$ cat src/rtl/uart_line_echo.sv
// uart_line_echo: character or line echo between a FIFO-style UART and the board.
// In line mode, received bytes are buffered with backspace editing. The line is
// sent back, followed by CR LF, when CR arrives or the buffer fills.
// Optional feature macro: UART_ECHO_UPCASE_EN folds a-z to A-Z on transmit.
module uart_line_echo #(
  parameter int                    DATA_WIDTH = 8,
  parameter int                    LINE_DEPTH = 32,
  parameter logic [DATA_WIDTH-1:0] CR_CODE    = DATA_WIDTH'(8'h0D),
  parameter logic [DATA_WIDTH-1:0] LF_CODE    = DATA_WIDTH'(8'h0A),
  parameter logic [DATA_WIDTH-1:0] BS_CODE    = DATA_WIDTH'(8'h08)
) (
  input  logic                          clock,
  input  logic                          reset,
  input  logic                          line_mode,
  input  logic                          rx_data_present,
  input  logic [DATA_WIDTH-1:0]         rx_data,
  output logic                          read_from_uart,
  input  logic                          tx_full,
  output logic                          write_to_uart,
  output logic [DATA_WIDTH-1:0]         tx_data,
  output logic [$clog2(LINE_DEPTH):0]   line_count,
  output logic                          busy,
  output logic                          overflow,
  output logic [DATA_WIDTH-1:0]         last_tx
);

  localparam int AW = $clog2(LINE_DEPTH);
  localparam int CW = AW + 1;

  typedef enum logic [2:0] {
    S_IDLE, S_PROC, S_ECHO, S_SEND, S_CR, S_LF
  } state_t;

  state_t                state_q, state_d;
  logic                  mode_q, mode_d;
  logic [DATA_WIDTH-1:0] rx_hold_q, rx_hold_d;
  logic [CW-1:0]         line_count_q, line_count_d;
  logic [AW-1:0]         idx_q, idx_d;
  logic                  rd_q, rd_d;
  logic                  wr_q, wr_d;
  logic [DATA_WIDTH-1:0] tx_data_q, tx_data_d;
  logic [DATA_WIDTH-1:0] last_tx_q, last_tx_d;
  logic                  busy_q, busy_d;
  logic                  ovf_q, ovf_d;
  logic                  buf_we;
  logic                  push;
  logic [DATA_WIDTH-1:0] push_byte;
  logic [CW-1:0]         store_cnt;
  logic [DATA_WIDTH-1:0] line_buf_q [LINE_DEPTH];

`ifdef UART_ECHO_UPCASE_EN
  // Lower-case ASCII letters lose bit 5 on their way to the TX register.
  function automatic logic [DATA_WIDTH-1:0] tx_xform(input logic [DATA_WIDTH-1:0] b);
    logic [DATA_WIDTH-1:0] r;
    r = b;
    if (b >= DATA_WIDTH'(8'h61) && b <= DATA_WIDTH'(8'h7A)) r[5] = 1'b0;
    return r;
  endfunction
`else
  // Bytes go out unmodified.
  function automatic logic [DATA_WIDTH-1:0] tx_xform(input logic [DATA_WIDTH-1:0] b);
    return b;
  endfunction
`endif

  // Next-state and output decode; every push goes through one shared path.
  always_comb begin
    state_d      = state_q;
    mode_d       = mode_q;
    rx_hold_d    = rx_hold_q;
    line_count_d = line_count_q;
    idx_d        = idx_q;
    rd_d         = 1'b0;
    wr_d         = 1'b0;
    tx_data_d    = tx_data_q;
    last_tx_d    = last_tx_q;
    ovf_d        = 1'b0;
    buf_we       = 1'b0;
    push         = 1'b0;
    push_byte    = '0;
    store_cnt    = line_count_q + CW'(1);
    case (state_q)
      S_IDLE: begin
        if (rx_data_present) begin
          rd_d      = 1'b1;
          rx_hold_d = rx_data;
          mode_d    = line_mode;
          state_d   = S_PROC;
        end
      end
      S_PROC: begin
        if (!mode_q) begin
          state_d = S_ECHO;
        end else if (rx_hold_q == CR_CODE) begin
          state_d = (line_count_q != '0) ? S_SEND : S_CR;
        end else if (rx_hold_q == BS_CODE) begin
          if (line_count_q != '0) line_count_d = line_count_q - CW'(1);
          state_d = S_IDLE;
        end else begin
          buf_we       = 1'b1;
          line_count_d = store_cnt;
          if (store_cnt == CW'(LINE_DEPTH)) begin
            ovf_d   = 1'b1;
            state_d = S_SEND;
          end else begin
            state_d = S_IDLE;
          end
        end
      end
      S_ECHO: begin
        if (!tx_full) begin
          push      = 1'b1;
          push_byte = rx_hold_q;
          state_d   = S_IDLE;
        end
      end
      S_SEND: begin
        if (!tx_full) begin
          push      = 1'b1;
          push_byte = line_buf_q[idx_q];
          idx_d     = idx_q + AW'(1);
          if ({1'b0, idx_q} == line_count_q - CW'(1)) state_d = S_CR;
        end
      end
      S_CR: begin
        if (!tx_full) begin
          push      = 1'b1;
          push_byte = CR_CODE;
          state_d   = S_LF;
        end
      end
      S_LF: begin
        if (!tx_full) begin
          push         = 1'b1;
          push_byte    = LF_CODE;
          line_count_d = '0;
          idx_d        = '0;
          state_d      = S_IDLE;
        end
      end
      default: state_d = S_IDLE;
    endcase
    if (push) begin
      wr_d      = 1'b1;
      tx_data_d = tx_xform(push_byte);
      last_tx_d = tx_xform(push_byte);
    end
    busy_d = (state_d != S_IDLE);
  end

  // State and registered outputs; reset clears control and visible outputs.
  always_ff @(posedge clock) begin
    rx_hold_q <= rx_hold_d;
    if (reset) begin
      state_q      <= S_IDLE;
      mode_q       <= 1'b0;
      line_count_q <= '0;
      idx_q        <= '0;
      rd_q         <= 1'b0;
      wr_q         <= 1'b0;
      tx_data_q    <= '0;
      last_tx_q    <= '0;
      busy_q       <= 1'b0;
      ovf_q        <= 1'b0;
    end else begin
      state_q      <= state_d;
      mode_q       <= mode_d;
      line_count_q <= line_count_d;
      idx_q        <= idx_d;
      rd_q         <= rd_d;
      wr_q         <= wr_d;
      tx_data_q    <= tx_data_d;
      last_tx_q    <= last_tx_d;
      busy_q       <= busy_d;
      ovf_q        <= ovf_d;
    end
  end

  // Line buffer storage; contents are meaningless beyond line_count.
  always_ff @(posedge clock) begin
    if (buf_we && !reset) line_buf_q[line_count_q[AW-1:0]] <= rx_hold_q;
  end

  assign read_from_uart = rd_q;
  assign write_to_uart  = wr_q;
  assign tx_data        = tx_data_q;
  assign line_count     = line_count_q;
  assign busy           = busy_q;
  assign overflow       = ovf_q;
  assign last_tx        = last_tx_q;

endmodule

$ cat config.mk
export PLATFORM = sky130hd
export DESIGN_NAME = uart_line_echo
export DESIGN_NICKNAME = d
export VERILOG_FILES = /design/src/rtl/uart_line_echo.sv
export SDC_FILE = /design/constraint.sdc
export NUM_CORES = 1
export LEC_CHECK = 0
export ABC_AREA = 1
export ABC_CLOCK_PERIOD_IN_PS = 4000
export BUFFER_PORTS_ARGS = -buffer_cell sky130_fd_sc_hd__buf_2
export CORE_MARGIN = 2
export CORE_UTILIZATION = 30
export DETAILED_ROUTE_END_ITERATION = 8
export GPL_ROUTABILITY_DRIVEN = 0
export PLACE_DENSITY = 0.5
export SLEW_MARGIN = 20
export SYNTH_ARGS = -nofsm -noshare
export SYNTH_HDL_FRONTEND = slang
export SYNTH_SLANG_ARGS = --single-unit
$ cat constraint.sdc
create_clock -name clock -period 4 [get_ports clock]
set_input_delay 0.8 -clock clock [delete_from_list [all_inputs] [get_ports clock]]
set_output_delay 0.8 -clock clock [all_outputs]
set_load 0.02 [all_outputs]
**After elaboration in Yosys (flattened, before gate mapping)**

Memories as Yosys holds them, arrays and structs flattened. A register that Yosys moved wholly into a read port is not among the register bits.
Cells that the tools add are included.

- Eq/ne operators: 14
- Bitwise gates (word level): 3
- Muxes and demuxes: 38
- Reduce and logical (&&, ||, !) cells: 14
- $add $sub $neg: 3

Operators by type and width:

| kind | count |
|---|---|
| case mux 8 bit (4 select lines) | 1 |
| two-way mux 6 bit | 5 |
| two-way mux 3 bit | 8 |
| two-way mux 5 bit | 4 |
| == test 8 x 4 -> 1 bit, second input constant | 2 |
| two-way mux 8 bit | 2 |
| case mux 3 bit (5 select lines) | 1 |
| case mux 6 bit (2 select lines) | 1 |
| two-way mux 1 bit | 11 |
| case mux 5 bit (2 select lines) | 1 |
| two-way mux 4 bit | 2 |
| != test 2 bit, second input constant | 4 |
| adder 6 x 1 -> 6 bit, second input constant | 1 |
| == test 3 x 2 -> 1 bit, second input constant | 2 |
| == test 3 bit, second input constant | 2 |
| == test 5 x 6 -> 1 bit | 1 |
| == test 6 bit, second input constant | 1 |
| nonzero test 6 bit | 1 |
| subtractor 6 x 1 -> 6 bit, second input constant | 1 |
| adder 5 x 1 -> 5 bit, second input constant | 1 |
| AND reduction 5 bit | 1 |
| OR reduction 5 bit | 1 |
| two-way mux 2 bit | 2 |
| nonzero test 2 bit | 2 |
| 11 further kinds | 14 |

- Memories kept: 1
- Bits in registers: 35
- Memory bits (writable): 256
- Output and inout port bits: 26

Memory list:

| name | words | width | rd ports | clocked after memory_dff | wr ports | line | RTL |
|---|---|---|---|---|---|---|---|
| line_buf_q | 32 | 8 | 1 | 1 | 1 | 49 | `logic [DATA_WIDTH-1:0] line_buf_q [LINE_DEPTH];` |

**Logic depth before layout (Yosys ltp)**

Gate-level depths: netlist (run 1).

- Depth in word-level cells: 8
- Depth in mapped cells: 15
- Gate-level depth less buffers: 14

**Worst setup path after synthesis (run 1)**

OpenSTA, ideal clock, no wires.

- Kind: flip-flop to flip-flop
- From: register rx_hold_q[4]
- To: memory line_buf_q[13][0] (enable)
- Data arrival time: 2.077 ns
- Stages on the path, launching flop included: 8
- Buffers on the path: 0
- Data required time: 3.630 ns
- Library setup time: 0.370 ns
- Path slack: 1.553 ns
- Cell sequence: edfxtp_1 > nor2_1 > and2_4 > nand3_2 > inv_2 > nor3_4 > nand2_4 > nor2_1

- Word-level cells in the longest chain between the ends: 8

Ends and longest elaborated chain:

| item | line | RTL |
|---|---|---|
| start, declared | 36 | `logic [DATA_WIDTH-1:0] rx_hold_q, rx_hold_d;` |
| start signal, assigned | 153 | `rx_hold_q <= rx_hold_d;` |
| == test 8 x 4 -> 1 bit | 96 | `end else if (rx_hold_q == BS_CODE) begin` |
| two-way mux 1 bit | 96 |  |
| two-way mux 1 bit * | 94 | `end else if (rx_hold_q == CR_CODE) begin` |
| two-way mux 1 bit * | 92 | `if (!mode_q) begin` |
| two-way mux 1 bit * | 82 | `case (state_q)` |
| logical AND 1 bit * | 181 | `if (buf_we && !reset) line_buf_q[line_count_q[AW-1:0]] <= rx_hold_q;` |
| two-way mux 1 bit * | 181 |  |
| two-way mux 1 bit (not written as such) * | 181 |  |
| end, declared | 49 |  |

Every way passes the cells marked *; elsewhere a longest branch is shown, timed or not.

==> flow_metrics.env, run 1 <==
export IMPL_synthToLayoutAreaGrowth_pct=13.51
export IMPL_p_leak_uw=0.004982
export IMPL_start_util_pct=30.47
export IMPL_synth_top_area_share_pct=63.44
export IMPL_min_period_ns=2.591
export IMPL_yosysTopAreaCell="edfxtp_1"
export IMPL_grt_setup_unrepaired="no"
export IMPL_synthArstFlopShare_pct=0
export IMPL_worstPathRequired_ns=4.49
export IMPL_crit_arrival_ns=3.08
export IMPL_synth_warnings=0
export IMPL_die_w_um=208.1
export IMPL_synth_top_family_by_area="simple AND/OR/NAND/NOR gates"
export IMPL_synth_main_ff_cell="edfxtp_1"
export IMPL_port_buffers=38
export IMPL_antenna_found_initial=0
export IMPL_drive_above_1_share_pct=11.02
export IMPL_setup_violations=0
export IMPL_crit_path_start_kind="register"
export IMPL_cts_buffers=31
export IMPL_clk_latency_ns=0.56
export IMPL_firstDrtPassIters=5
export IMPL_slew_viol_final=0
export IMPL_synth_cell_types=38
export IMPL_vias_per_cell=4.984
export IMPL_synth_cells=1124
export IMPL_synthXorXnorAreaFrac_pct=0.07008
export IMPL_pwr_density_cell_nw_per_um2=465.7
export IMPL_end_kind="register"
export IMPL_synth_area_top_cells="edfxtp_1, nand2_1, dfxtp_1"
export IMPL_crit_top_cell="nand3_1"
export IMPL_overflow=0
export IMPL_status="finished, final reports clean"
export IMPL_cts_root_buffer="clkbuf_16"
export IMPL_ctsHoldBuffers=0
export IMPL_avgRoutedWirePerCell_um=19.98
export IMPL_synth_edff_count=264
export IMPL_htree_levels=1
export IMPL_yosysSeqAreaShare_pct=68.56
export IMPL_placedCellCount=1646
export IMPL_synth_compound_area_share_pct=8.801
export IMPL_slew_headroom_pct=26.55
export IMPL_cts_sinks=296
export IMPL_cts_clk_slew_worst_paths_ns=0.06
export IMPL_yosysMostFrequentCell="edfxtp_1"
export IMPL_synthAdderAreaFrac_pct=0.5006
export IMPL_path_max_fanout=55
export IMPL_fp_row_count=74
export IMPL_regArea_um2=8573
export IMPL_netlist_top_cells_count="edfxtp_1, nand2_1, nor2_1, nand3_1, o21ai_0"
export IMPL_post_cts_buffers=0
export IMPL_dpl_hpwl_um=20720
export IMPL_cts_tree="yes"
export IMPL_vias=8488
export IMPL_fp_dieArea_um2=43310
export IMPL_multi_input_area_um2=3401
export IMPL_drv_cap=0
export IMPL_worstMarginPinSlew_ns=1.101
export IMPL_synth_fp_nets=1142
export IMPL_grt_use_total_pct=15.53
export IMPL_cts_resized=0
export IMPL_hold_path_class="primary input to register"
export IMPL_synthesis_area_um2=12500
export IMPL_synthSimpleGateAreaFrac_pct=17.84
export IMPL_report_final_hold_viol_count=0
export IMPL_n_antenna_cell=0
export IMPL_final_cells=1703
export IMPL_max_stage_delay_ns=0.64
export IMPL_grt_pass1_vias=8450
export IMPL_yosys_mux_area_fraction_pct=0
export IMPL_max_vdd_ir_drop_mv=0.3038
export IMPL_syn_avg_cell_area_um2=11.12
export IMPL_worstPathCellList="buf_4 -> o21ai_0 -> o211ai_1 -> nand3_1 -> nand3_1 -> nand3_1 -> a21oi_1"
export IMPL_grt_pass1_wl_um=51430
export IMPL_ios=39
export IMPL_die_h_um=208.1
export IMPL_wl_um=34030
export IMPL_grt_max_degree=86
export IMPL_drc_errors=0
export IMPL_ant_nets=0
export IMPL_cp_slowest_cell="dfxtp_4"
export IMPL_fin_skew_ns=0.01559
export IMPL_finalNetCount=1165
export IMPL_fmax_ghz=0.3860
export IMPL_final_setup_tns_ns=0
export IMPL_synth_seq_cells=296
export IMPL_period_share_pct=64.76
export IMPL_core_area_um2=41020
export IMPL_worstSetupPathType="register to register"
export IMPL_filler_cell_count=4098
export IMPL_hold_ws_ns=0.4195
export IMPL_ctsLongestPathBuffers=3
export IMPL_first_iter_violations=834
==> power breakdown <==
| group | leakage [uW] | internal, uW | total, uW | switching, uW |
|---|---|---|---|---|
| Clock | 0.000529 | 1770 | 2990 | 1220 |
| Sequential | 0.00264 | 3400 | 3410 | 14.1 |
| Combinational | 0.00182 | 42.4 | 207 | 165 |
==> layout by cell type, fill, tap and decap left out, types with 2 or more instances in the layout <==
cell type	count
nor2_4	3
nand2_4	4
nand3_2	3
clkinv_1	5
clkinv_4	2
dfxtp_1	30
nor2_1	169
a21oi_2	2
nor3_1	3
clkbuf_8	4
a21oi_1	29
nand3_1	92
o21ai_1	5
o21ai_0	88
inv_1	35
clkinvlp_4	2
edfxtp_1	264
clkbuf_1	2
nand4_1	2
inv_2	2
buf_4	17
clkinv_2	6
nor2_2	2
bufinv_16	2
ha_1	5
o211ai_1	59
clkbuf_16	35
buf_2	38
nand2_1	247
==> worst paths after layout <==
path | from | endpoint | slack [ns] | cells past startpoint
worst max-delay path | register | last_tx[4]$_SDFFE_PP0P_ | 1.41 | 7
worst min-delay path | rx_data[2] | rx_hold_q[2]$_DFFE_PP_ | 0.42 | 1
worst max register to register | register | last_tx[4]$_SDFFE_PP0P_ | 1.41 | 7
worst min register to register | mode_q$_SDFFE_PP0P_ | mode_q$_SDFFE_PP0P_ | 0.53 | 2
==> layout make-up <==
cell class | count | area share, %
clock buffer | 41 | 6.615
clock inverter | 16 | 0.9703
inverter | 39 | 1.067
multi-input combinational | 724 | 23.97
sequential | 296 | 60.44
tap | 532 | 4.693
timing repair buffer | 55 | 2.240
==> state kept, by name, indices dropped and copies added, names as in the netlist, named ones only <==
signal and count:
write_to_uart 1, overflow 1, line_buf_q 256, state_q 3, mode_q 1, busy 1
read_from_uart 1, line_count 6, idx_q 5, last_tx 8, rx_hold_q 8
==> logic make-up after synthesis <==
group,Yosys count
flip-flops,296
buffers and inverters,104
AO/OA/AOI/OAI,187
XOR/XNOR,1
AND/OR/NAND/NOR,531
adder cells (fa/ha/maj),5
==> critical path: cells and delay by family, from the launching register on <==
kind / cells / cell delay (ns)
AOI/OAI and AO/OA: 3 / 0.70
buffers and inverters: 1 / 0.57
DFF: 1 / 0.64
and+or+nand+nor: 3 / 0.56
==> per-stage QoR <==
stage | utilization, % | setup slack (ns) | area, um^2 | power, uW
global route | 34.58 | 1.224 | 14180 | 6790
floorplan | - | 1.553 | 12500 | 3587
CTS | 34.58 | 1.420 | 14180 | 6660
detailed placement | 31.96 | 1.277 | 13110 | 3688
finish | 34.58 | 1.409 | 14180 | 6606
global placement | 31.96 | 1.291 | 13110 | 3686
==> layer usage <==
| metal | global-route usage, % | up-vias | wire length (um) |
|---|---|---|---|
| met5 | 0 | - | 0 |
| met4 | 3.275 | 0 | 668 |
| met3 | 2.113 | 49 | 2025 |
| met2 | 25.45 | 267 | 15820 |
| met1 | 22.02 | 4182 | 15510 |
| li1 | - | 3990 | - |
Power figures use the tool's default switching activity.
==> run 2, diff against run 1 <==
ABC_AREA = 0   (was 1)
ABC_CLOCK_PERIOD_IN_PS = 2400   (was 4000)
clock period = 2.4 ns   (was 4 ns; I/O delays follow)
==> run 2 against run 1 <==
Hold slack got worse by 0.32 ns. Global-route usage fell by 1.1 points. Largest power group unchanged. Synthesized area fell by 3.7%. Design area rose by 1.3%. Critical endpoint is now last_tx[5]$_SDFFE_PP0P_. First-iteration DRC count fell by 37%. Critical path depth fell by 1. Sequential power rose by 66%. Register-to-register slack got worse by 1.3 ns.
==> flow_metrics.env, run 2 <==
export IMPL_status="finished, final reports clean"
export IMPL_vias=6493
export IMPL_period_share_pct=94.02
export IMPL_synth_top_area_share_pct=65.85
export IMPL_grt_use_total_pct=14.48
export IMPL_avgRoutedWirePerCell_um=22.27
export IMPL_synth_seq_cells=296
export IMPL_fp_row_count=73
export IMPL_grt_pass1_vias=6873
export IMPL_finalNetCount=813
export IMPL_ctsLongestPathBuffers=3
export IMPL_yosysTopAreaCell="edfxtp_1"
export IMPL_pwr_density_cell_nw_per_um2=752.5
export IMPL_synthToLayoutAreaGrowth_pct=19.34
export IMPL_final_cells=1344
export IMPL_yosysSeqAreaShare_pct=71.17
export IMPL_synthArstFlopShare_pct=0
export IMPL_path_max_fanout=7
export IMPL_grt_setup_unrepaired="no"
export IMPL_report_final_hold_viol_count=0
export IMPL_layout_commonest_cell="edfxtp_1"
export IMPL_die_w_um=204.3
export IMPL_filler_cell_count=3783
export IMPL_cts_sinks=296
export IMPL_worstSetupPathType="register to register"
export IMPL_htree_levels=1
export IMPL_wl_um=29930
export IMPL_setup_ws_ns=0.1436
export IMPL_fin_skew_ns=0.01826
export IMPL_min_from="rx_data[7]"
export IMPL_grt_pass1_wl_um=44830
export IMPL_die_h_um=204.3
export IMPL_netlist_top_cells_count="edfxtp_1, mux4_2, nor2_1, dfxtp_1, nand2_1"
export IMPL_hold_ws_ns=0.1014
export IMPL_synth_main_ff_cell="edfxtp_1"
export IMPL_ant_nets=0
export IMPL_vias_per_cell=4.831
export IMPL_placedCellCount=1284
export IMPL_drv_cap=0
export IMPL_min_period_ns=2.256
export IMPL_grt_max_degree=37
export IMPL_ios=39
export IMPL_overflow=0
export IMPL_worstMarginPinSlew_ns=0.6647
export IMPL_power_total_uw=10810
export IMPL_p_leak_uw=0.004613
export IMPL_ctsHoldBuffers=0
export IMPL_crit_path_start_kind="register"
export IMPL_worstPathRequired_ns=2.84
export IMPL_cts_root_buffer="clkbuf_16"
export IMPL_synth_area_top_cells="edfxtp_1, mux4_2, dfxtp_1"
export IMPL_clk_latency_ns=0.56
export IMPL_yosysMostFrequentCell="edfxtp_1"
export IMPL_port_buffers=38
export IMPL_synthesis_area_um2=12040
export IMPL_fp_dieArea_um2=41750
export IMPL_core_area_um2=39640
export IMPL_slew_headroom_pct=55.62
export IMPL_dp_slack_ns=0.01657
export IMPL_drive_above_1_share_pct=30.53
export IMPL_synth_cells=682
export IMPL_cts_clk_slew_worst_paths_ns=0.06
export IMPL_hold_path_class="primary input to register"
export IMPL_crit_arrival_ns=2.70
export IMPL_first_iter_violations=528
export IMPL_setup_violations=0
export IMPL_cts_tree="yes"
export IMPL_fmax_ghz=0.4432
export IMPL_antenna_found_initial=0
export IMPL_largest_register_ffs=256
export IMPL_syn_avg_cell_area_um2=17.65
export IMPL_n_antenna_cell=0
export IMPL_synth_edff_count=264
export IMPL_slew_viol_final=0
export IMPL_drc_errors=0
export IMPL_synth_cell_types=62
export IMPL_max_vdd_ir_drop_mv=0.4131
export IMPL_synth_fp_nets=700
export IMPL_synth_warnings=0
export IMPL_firstDrtPassIters=5
export IMPL_dpl_hpwl_um=19760
export IMPL_layout_common_cells="edfxtp_1, buf_4, mux4_2, nor2_1, buf_2"
export IMPL_start_util_pct=30.37
export IMPL_end_kind="register"
export IMPL_cts_buffers=30
-- run 2: cell types whose count changed in the layout (fill, tap and decap cells not counted), sizes merged, moves of 11 or more --
cell and delta:
a21oi -11, buf +69, inv -29, mux2i +15, mux4 +69, nand2 -223
nand3 -77, nor2 -116, o211ai -58, o21ai -84
-- run 2: layout make-up --
type | instances | area [um^2] | share of cell area [%]
repair buffers | 124 | 885.9 | 6.166
multi-input cells | 334 | 3202 | 22.29
clock buffers | 36 | 773.2 | 5.382
flip-flops and latches | 296 | 8576 | 59.69
inverters | 9 | 33.78 | 0.2351
clock inverters | 20 | 240.2 | 1.672
well taps | 525 | 656.9 | 4.572
-- run 2: cell families after synthesis --
logic type	Yosys count	share of synthesized area, %
buf+inv	52	2.318
xor+xnor	12	0.8730
flops	296	71.17
simple gates	155	6.319
fa+ha+maj	5	0.5196
mux	87	14.53
compound gates	75	4.272
-- run 2: worst max-delay path, cell delays in order (launching register included) --
cell,delay [ns]
dfxtp_4,0.42
buf_4,0.18
mux4_1,0.60
mux4_2,0.49
nand2_1,0.08
nand2_1,0.12
a31o_1,0.25
-- run 2: path summary, 6_finish.rpt --
check,end,slack [ns],cells after the start
worst min-delay path,rx_hold_q[7]$_DFFE_PP_,0.10,1
worst min register to register,last_tx[6]$_SDFFE_PP0P_,0.52,2
worst max register to register,last_tx[5]$_SDFFE_PP0P_,0.14,6
worst max-delay path,last_tx[5]$_SDFFE_PP0P_,0.14,6
-- run 2: layer usage --
layer	up-vias	wire length (um)	part of all wire, %	global-route usage, %
met3	44	1336	4.5	1.977
met5	-	0	0	0
met4	0	561	1.9	3.339
met1	3356	13210	44	19.61
li1	2952	-	-	-
met2	141	14820	50	24.72
-- run 2: power by group --
part	internal, uW	leakage, uW	switching, uW
Combinational	109	0.00148	239
Clock	2840	0.000491	1960
Sequential	5650	0.00264	18.3
Total	8600	0.00461	2210
-- run 2: repair_timing --
action,CTS,global route
cloned,0,0
buffers inserted,0,4
hold endpoints to repair,0,0
endpoints found under the setup margin,1,2
gates resized for setup,1,1
-- run 2: through the flow --
stage	cell area (um^2)	setup TNS (ns)	utilization, %
after floorplan	12040	-17.98	-
after global placement	13320	0	33.60
after detailed placement	13320	0	33.60
after CTS	14330	0	36.16
after global routing	14370	0	36.24
final	14370	0	36.24
==> run 3, diff against run 2 <==
CORE_UTILIZATION = 55   (was 30)
PLACE_DENSITY = 0.78   (was 0.5)
==> run 3 against run 2 <==
Design area fell by 3.0%. Power fell by 1.9%. Non-clock buffer count fell by 16. Sequential power barely moved. Register-to-register slack improved by 0.06 ns. Global-route usage rose by 8.8 points. Fmax rose by 2.6%. Die area fell by 45%. Clock skew rose by 0.0013 ns. Hold slack improved by 0.0050 ns. Sequential share of layout area rose by 1.9 points. Utilization rose by 28 points. Highest routed layer unchanged.
==> flow_metrics.env, run 3 (same netlist as run 2, synthesis figures left out) <==
export IMPL_status="finished, final reports clean"
export IMPL_p_leak_uw=0.004521
export IMPL_worstPathCellList="nor2b_1 -> nand3b_1 -> a311oi_1 -> buf_4 -> nand2_1 -> nor2_1 -> buf_4"
export IMPL_ant_nets=0
export IMPL_finalNetCount=796
export IMPL_fmax_ghz=0.4546
export IMPL_fin_skew_ns=0.01956
export IMPL_fp_row_count=54
export IMPL_pwr_density_cell_nw_per_um2=761.0
export IMPL_grt_pass1_wl_um=41020
export IMPL_report_final_hold_viol_count=0
export IMPL_grt_max_degree=37
export IMPL_cts_tree="yes"
export IMPL_grt_setup_unrepaired="no"
export IMPL_rr_worst_depth=7
export IMPL_hold_ws_ns=0.1064
export IMPL_ios=39
export IMPL_drv_cap=0
export IMPL_min_period_ns=2.200
export IMPL_htree_levels=1
export IMPL_firstDrtPassIters=5
export IMPL_die_w_um=152.0
export IMPL_core_area_um2=21620
export IMPL_worstMarginPinSlew_ns=0.5538
export IMPL_first_iter_violations=884
export IMPL_n_antenna_cell=0
export IMPL_cts_sinks=296
export IMPL_cts_buffers=29
export IMPL_wl_um=26930
export IMPL_worstSetupPathType="register to register"
export IMPL_max_vdd_ir_drop_mv=0.6315
export IMPL_overflow=0
export IMPL_fp_dieArea_um2=23090
export IMPL_ctsHoldBuffers=0
export IMPL_largest_register_ffs=256
export IMPL_power_total_uw=10600
export IMPL_cts_resized=0
export IMPL_cp_slowest_cell="dfxtp_1"
export IMPL_setup_violations=0
export IMPL_clk_latency_ns=0.55
export IMPL_ctsLongestPathBuffers=3
export IMPL_grt_use_total_pct=23.29
export IMPL_cts_clk_slew_worst_paths_ns=0.06
export IMPL_filler_cell_count=1444
export IMPL_slew_headroom_pct=62.94
export IMPL_cts_root_buffer="clkbuf_16"
export IMPL_end_kind="register"
export IMPL_dpl_hpwl_um=17260
export IMPL_min_path_cells=1
export IMPL_layout_common_cells="edfxtp_1, mux4_2, buf_4, nor2_1, buf_2"
export IMPL_vias_per_cell=6.323
export IMPL_period_share_pct=91.67
export IMPL_drc_errors=0
export IMPL_post_cts_buffers=0
export IMPL_worstPathRequired_ns=2.65
export IMPL_slew_viol_final=0
export IMPL_vias=6835
export IMPL_synthToLayoutAreaGrowth_pct=15.70
export IMPL_die_h_um=152.0
export IMPL_antenna_found_initial=0
export IMPL_start_util_pct=55.68
export IMPL_crit_top_cell="buf_4"
export IMPL_hold_path_class="primary input to register"
export IMPL_path_max_fanout=8
export IMPL_layout_commonest_cell="edfxtp_1"
export IMPL_crit_path_start_kind="register"
export IMPL_crit_arrival_ns=2.45
export IMPL_port_buffers=38
export IMPL_max_stage_delay_ns=0.33
export IMPL_avgRoutedWirePerCell_um=24.92
export IMPL_grt_pass1_vias=6818
export IMPL_drive_above_1_share_pct=28.59
[run 3: metrics by stage]
stage	utilization [%]	setup WS [ns]	area, um^2	std cells	setup TNS [ns]
6_report	64.43	0.2000	13930	1081	0
5_1_grt	64.43	0.09471	13930	1081	0
4_1_cts	64.43	0.1617	13930	1081	0
3_5_place_dp	59.89	0.1969	12950	1027	0
3_3_place_gp	59.89	0.2339	12950	1027	0
2_1_floorplan	-	-0.07312	12040	682	-17.98
[run 3: power by group]
part	switching, uW	internal (uW)
sequential	20.9	5650
combinational	222	106
clock	1860	2740
total	2100	8500
[run 3: worst paths after layout]
check	slack, ns	start	end
min	0.11	rx_data[2]	rx_hold_q[2]$_DFFE_PP_
max reg2reg	0.20	state_q[0]$_SDFF_PP0_	line_buf_q[26][7]$_DFFE_PP_
max	0.20	state_q[0]$_SDFF_PP0_	line_buf_q[26][7]$_DFFE_PP_
min reg2reg	0.54	last_tx[3]$_SDFFE_PP0P_	last_tx[3]$_SDFFE_PP0P_
[run 3: area by class of cell]
class                           instances  area, um^2  area share, %
Clock buffer                           36       782.0          5.614
Clock inverter                         18       198.9          1.428
Inverter                                9       33.78         0.2425
Multi-Input combinational cell        334        3198          22.96
Sequential cell                       296        8576          61.56
Tap cell                              280       350.3          2.515
Timing Repair Buffer                  108       790.8          5.677
[run 3: routing by layer]
layer	GRT usage (%)	routed length, um
met1	33.08	10340
met2	38.91	13430
met3	3.023	2519
met4	6.097	652
met5	0	0
[run 3: worst max-delay path: cells and delay by family (launching register included)]
kind,cells,cell delay (ns)
and+or+nand+nor,4,0.87
DFF,1,0.33
AOI/OAI and AO/OA,1,0.29
buffers and inverters,2,0.39
